==> src/rtl/moldudp64_seq_ctrl.sv <==
// MoldUDP64 sequence controller: session lock, accept/drop, gap requests.
// Ports: hdr_* / msg_end_i / pkt_end_i in; accept/drop, sid, exp_seq, gap_req_*, sess_end, err out.
module moldudp64_seq_ctrl #(
  parameter int SID_W = 80,
  parameter int SEQ_W = 64,
  parameter int CNT_W = 16,
  parameter logic [CNT_W-1:0] REQ_MAX = 16'd1024
) (
  input  logic             clk,
  input  logic             reset,
  input  logic             hdr_v_i,
  input  logic [SID_W-1:0] hdr_sid_i,
  input  logic [SEQ_W-1:0] hdr_seq_i,
  input  logic [CNT_W-1:0] hdr_cnt_i,
  input  logic             msg_end_i,
  input  logic             pkt_end_i,
  output logic             accept_o,
  output logic             drop_o,
  output logic             sid_v_o,
  output logic [SID_W-1:0] sid_o,
  output logic [SEQ_W-1:0] exp_seq_o,
  output logic             gap_req_v_o,
  output logic [SEQ_W-1:0] gap_req_seq_o,
  output logic [CNT_W-1:0] gap_req_cnt_o,
  input  logic             gap_req_ready_i,
  output logic             sess_end_o,
  output logic             err_o
);

  typedef enum logic [1:0] {IDLE, ACC, DRP} state_t;

  state_t state_q, state_d;

  logic [CNT_W-1:0] hdr_cnt_q;
  logic [CNT_W-1:0] msg_cnt_q;
  logic [CNT_W-1:0] msg_cnt_nxt;
  logic [CNT_W-1:0] eff_cnt;
  logic [CNT_W-1:0] gap_cnt;
  logic [SEQ_W-1:0] seq_diff;
  logic             hdr_go;
  logic             eos;
  logic             eos_hit;
  logic             hdr_acc;
  logic             hdr_gap;
  logic             err_set;

  assign hdr_go      = hdr_v_i && (state_q == IDLE);
  assign eos         = (hdr_cnt_i == '1);
  // End-of-session header carries no messages.
  assign eff_cnt     = eos ? '0 : hdr_cnt_i;
  assign seq_diff    = hdr_seq_i - exp_seq_o;
  assign msg_cnt_nxt = msg_cnt_q + CNT_W'(msg_end_i);
  assign gap_cnt     = (seq_diff > SEQ_W'(REQ_MAX)) ?
                       REQ_MAX : seq_diff[CNT_W-1:0];
  assign eos_hit     = eos && !sess_end_o &&
                       (!sid_v_o || (hdr_sid_i == sid_o));

  always_comb begin
    hdr_acc = 1'b0;
    hdr_gap = 1'b0;
    if (sess_end_o) begin
      hdr_acc = 1'b0;
    end else if (!sid_v_o) begin
      hdr_acc = 1'b1;
    end else if (hdr_sid_i != sid_o) begin
      hdr_acc = 1'b0;
    end else if (hdr_seq_i == exp_seq_o) begin
      hdr_acc = 1'b1;
    end else if (hdr_seq_i > exp_seq_o) begin
      hdr_gap = 1'b1;
    end
  end

  always_comb begin
    state_d = state_q;
    err_set = 1'b0;
    case (state_q)
      IDLE: begin
        if (hdr_v_i && !pkt_end_i)
          state_d = hdr_acc ? ACC : DRP;
        if (pkt_end_i && !hdr_v_i)
          err_set = 1'b1;
        // Packet completed in its header cycle: nothing was counted.
        if (hdr_v_i && pkt_end_i && hdr_acc &&
            (CNT_W'(msg_end_i) != eff_cnt))
          err_set = 1'b1;
      end
      ACC: begin
        if (pkt_end_i)
          state_d = IDLE;
        if (hdr_v_i)
          err_set = 1'b1;
        if (msg_end_i && (msg_cnt_q >= hdr_cnt_q))
          err_set = 1'b1;
        if (pkt_end_i && (msg_cnt_nxt != hdr_cnt_q))
          err_set = 1'b1;
      end
      DRP: begin
        if (pkt_end_i)
          state_d = IDLE;
        if (hdr_v_i)
          err_set = 1'b1;
      end
      default: state_d = IDLE;
    endcase
  end

  always_ff @(posedge clk or posedge reset) begin
    if (reset)
      state_q <= IDLE;
    else
      state_q <= state_d;
  end

  always_ff @(posedge clk or posedge reset) begin
    if (reset) begin
      accept_o      <= 1'b0;
      drop_o        <= 1'b0;
      sid_v_o       <= 1'b0;
      sid_o         <= '0;
      exp_seq_o     <= '0;
      gap_req_v_o   <= 1'b0;
      gap_req_seq_o <= '0;
      gap_req_cnt_o <= '0;
      sess_end_o    <= 1'b0;
      err_o         <= 1'b0;
      hdr_cnt_q     <= '0;
      msg_cnt_q     <= '0;
    end else begin
      if (hdr_go) begin
        accept_o  <= hdr_acc;
        drop_o    <= !hdr_acc;
        hdr_cnt_q <= eff_cnt;
        msg_cnt_q <= '0;
      end else if ((state_q == IDLE) || pkt_end_i) begin
        accept_o <= 1'b0;
        drop_o   <= 1'b0;
      end
      if (state_q == ACC && msg_end_i)
        msg_cnt_q <= msg_cnt_nxt;
      if (hdr_go && !sess_end_o && !sid_v_o) begin
        sid_v_o <= 1'b1;
        sid_o   <= hdr_sid_i;
      end
      if (hdr_go && hdr_acc)
        exp_seq_o <= pkt_end_i ? hdr_seq_i + SEQ_W'(eff_cnt)
                               : hdr_seq_i;
      else if (state_q == ACC && pkt_end_i)
        exp_seq_o <= exp_seq_o + SEQ_W'(hdr_cnt_q);
      if (hdr_go && eos_hit)
        sess_end_o <= 1'b1;
      if (err_set)
        err_o <= 1'b1;
      // A pending request is never overwritten by a later gap.
      if (gap_req_v_o && gap_req_ready_i) begin
        gap_req_v_o <= 1'b0;
      end else if (!gap_req_v_o && hdr_go && hdr_gap) begin
        gap_req_v_o   <= 1'b1;
        gap_req_seq_o <= exp_seq_o;
        gap_req_cnt_o <= gap_cnt;
      end
    end
  end

endmodule
==> config.mk <==
export PLATFORM = sky130hd
export DESIGN_NAME = moldudp64_seq_ctrl
export DESIGN_NICKNAME = d
export VERILOG_FILES = /design/src/rtl/moldudp64_seq_ctrl.sv
export SDC_FILE = /design/constraint.sdc
export NUM_CORES = 1
export LEC_CHECK = 0
export BUFFER_PORTS_ARGS = -buffer_cell sky130_fd_sc_hd__buf_2
export CAP_MARGIN = 20
export CORE_UTILIZATION = 57
export DETAILED_ROUTE_END_ITERATION = 10
export PLACE_DENSITY = 0.82
export SETUP_SLACK_MARGIN = 0.05
export SYNTH_ARGS = -nofsm -noshare
export SYNTH_HDL_FRONTEND = slang
export SYNTH_SLANG_ARGS = --single-unit
==> constraint.sdc <==
create_clock -name clk -period 12.09 [get_ports clk]
set_input_delay 2.418 -clock clk [delete_from_list [all_inputs] [get_ports clk]]
set_output_delay 2.418 -clock clk [all_outputs]
set_load 0.02 [all_outputs]
==> results.txt <==
----------------------------------------------------
[Clock network]
  Num CTS Buffers ... 29
  Buffers from clock root to sink, at most ... 3
  Number of buffers inserted by post-CTS setup repair ... 0
  Cell chosen for the clock root ... clkbuf_16
  Clock input transition at the sequential cells of the worst setup and hold paths ... 60 ps
  CTS tree ... done
  Post-cts resize count ... 0
  Maximum level of the CTS H-tree ... 1
  Clock latency reported for the late side of the worst-skew pair ... 590 ps
  Total clock sinks ... 264
  Hold buffer count at CTS ... 0

[Critical path]
  Reg-to-reg critical path startpoint ... exp_seq_o[28]
  Crit path cell chain ... buf_2 -> nand4_1 -> or4_1 -> nand2_1 -> inv_1 -> ha_1 -> a21o_1 -> a21o_1 -> a2111oi_0 -> o21ai_0 -> a31o_2 -> nor4_1 -> o31a_1 -> nor3_1 -> buf_4 -> nand2_1 -> nor2_1 -> xnor2_1 -> a21oi_1
  Setup Crit Path Kind ... in2reg
  Arrival time at the worst endpoint ... 7250 ps
  Launching element type of the critical path ... primary input
  Beginning of the critical path ... hdr_cnt_i[12]
  Crit-path leading delay family ... compound AO/OA/AOI/OAI gates
  Category of the worst setup path capture point ... flip-flop
  Slowest cell on the critical path ... or4_1
  Peak fanout along the critical path ... 16
  Required time at the worst-slack endpoint ... 12520 ps
  Crit-path max cell delay ... 730 ps
  CP Buf/Inv Count ... 3

[STA]
  Setup-violating endpoint count in the final report ... 0
  Final number of hold-violating endpoints ... 0
  Setup TNS after final layout ... 0 ps
  Slew Limit Headroom ... 25.8%
  Shortest period the worst path allows ... 6820 ps
  Fraction of the cycle the final worst path needs ... 56.4%
  Maximum achievable frequency ... 147 MHz
  Pins over their slew limit ... 0
  Setup skew after layout ... 19.8 ps
  Setup repair after global routing missed its margin ... no
  Slew of the pin with the lowest slew margin ... 1110 ps

[Synth]
  Post-Synthesis Cell Area ... 19900 um2
  Yosys warning total ... 0
  Share of the yosys chip area belonging to registers ... 33.2%
  Number of nets produced by synthesis ... 2588
  Cell taking the most area after synthesis ... dfrtp_1
  Number of unique standard cell types used by synthesis ... 86
  Biggest area contributors in the synthesized netlist ... dfrtp_1 33%, xnor2_1 7.6%, ha_1 7.4%
  Synthesized flop and latch total ... 264
  Top cell type's share of synthesized area ... 33.2%
  Mean cell area of the mapped netlist ... 8.64 um2
  Most common flop cell mapped by yosys ... dfrtp_1
  Synthesized instance count ... 2301
  Proportion of register bits with asynchronous set or reset after synthesis ... 100%
  Number of enable flip-flop cells after synthesis ... 0

[Detailed routing]
  Count of nets left with antenna violations after detail routing ... 0
  Detailed-route DRC error count ... 0
  Via density ... 6.26
  Vias after detailed routing ... 19539
  Number of DRC markers in iteration 0 ... 1599
  Total iterations of the first detailed-routing run ... 6
  Sum of routed wire length over all layers ... 65700 um
  Mean routed wirelength per cell ... 21.0 um

[Layout]
  Fill count ... 2825
  Number of standard cells in the final layout excluding fillers ... 3123
  Final-stage net count ... 2930
  Layout cells sized above 1 ... 22.2%
  Area delta synth->final ... 16.8%
  Most common cell after layout, fill and taps aside ... buf_2
  Top library cells by usage in the layout, fill and taps aside ... 395 x buf_2, 264 x dfrtp_1, 239 x nand2_1, 180 x o21ai_0, 172 x xnor2_1

[Floorplanning]
  Initial Util ... 57.7%
  DIE AREA ... 35600 um2
  Count of boundary I/O pins ... 396
  Width of the die ... 189 um
  Row Count ... 68
  Core region area ... 34500 um2
  Die Y-Extent ... 189 um

[Global route]
  Via count of the first global-routing pass ... 19290
  Number of antenna violations at the first check in global routing ... 2
  Global-route wire length before repair ... 103000 um
  Total grt overflow ... 0
  Gr usage total ... 36.2%
  Largest net degree at the start of global routing ... 130

[Power]
  Maximum VDD drop ... 0.158 mV
  Design Power ... 4530 uW
  Power density over the cells ... 195 nW/um2
  Leakage power ... 0.0107 uW

[Placed design]
  GP Congestion ... 1.02
  Port buffer count ... 395
  Number of instances in the placed design ... 3066
  DP HPWL ... 50800 um

[Hold path]
  Class of the worst hold path ... reg2reg
  Beginning of the worst hold path ... gap_req_seq_o[25]

[Run status]
  Status ... completed

[Run]
  Count of maximum capacitance violations ... 0

----------------------------------------------------
-- metrics by stage --
stage	hold slack (ps)	instance area, um2	util, %	worst slack (ps)
after floorplan	492	19900	-	2400
after global placement	455	22100	64.1	4940
after detailed placement	465	22100	64.2	4800
after CTS	479	23200	67.3	5410
after global routing	506	23200	67.3	4940
final	470	23200	67.3	5270
-- registers in the layout (all words and copies together), names as in the netlist, 2 cells and up --
name	count
exp_seq_o	64
state_q	2
hdr_cnt_q	16
msg_cnt_q	16
gap_req_cnt_o	16
sid_o	80
gap_req_seq_o	64
-- kinds of logic after synthesis --
group                    Yosys count  share of synthesized area [%]
flip-flops                       264                           33.2
XOR/XNOR                         251                           11.1
buffers and inverters            220                           4.49
AND/OR/NAND/NOR                  749                           18.6
AO/OA/AOI/OAI                    575                           18.3
multiplexers                     121                           6.67
adder cells (fa/ha/maj)          121                           7.73
-- synth_stat cells (43+ instances only) --
master	instances
clkbuf_1	62
xnor2_1	172
nor3_1	43
nand3_1	62
ha_1	118
xor2_1	79
nor2_1	144
o21ai_0	180
a21oi_1	150
inv_1	123
mux2_2	91
dfrtp_1	264
nand2_1	239
nand4_1	74
-- worst register-to-register path: cells and delay by family (launching register included) --
| kind | cells | cell delay (ps) |
|---|---|---|
| adders and majority gates | 1 | 410 |
| AOI/OAI and AO/OA | 6 | 1460 |
| DFF | 1 | 380 |
| and+or+nand+nor | 6 | 2250 |
| buffers and inverters | 1 | 170 |
-- power by group --
part	internal, uW	total (uW)	switching (uW)
Combinational	871	2310	1440
Sequential	1040	1230	189
Clock	595	990	395
-- cell type report --
type | count | area [um2] | share of cell area [%]
multi-input combinational | 1817 | 12400 | 53.4
sequential | 264 | 6610 | 28.5
timing repair buffer | 408 | 2090 | 9.03
clock buffer | 33 | 781 | 3.36
tap | 455 | 569 | 2.45
inverter | 123 | 469 | 2.02
clock inverter | 21 | 288 | 1.24
antenna | 2 | 5.00 | 0.0216
-- final timing paths --
path,end,slack (ps),cells after the start
worst max register to register,gap_req_cnt_o[7],7370,14
worst min-delay path,gap_req_seq_o[25],470,2
min in group asynchronous,sid_o[38],2000,2
worst max-delay path,exp_seq_o[49],5270,19
worst min register to register,gap_req_seq_o[25],470,2
max in group asynchronous,exp_seq_o[6],8530,3
-- per-layer routing --
layer | track usage [%] | part of all wire [%] | up-vias | wire [um]
met5 | 0 | 0 | - | 0
met4 | 18.8 | 5.5 | 0 | 3600
met3 | 6.80 | 8.0 | 228 | 5270
met2 | 60.3 | 47 | 967 | 31100
met1 | 44.5 | 39 | 9411 | 25800
li1 | - | - | 8933 | -
(Power assumes the default switching activity.)
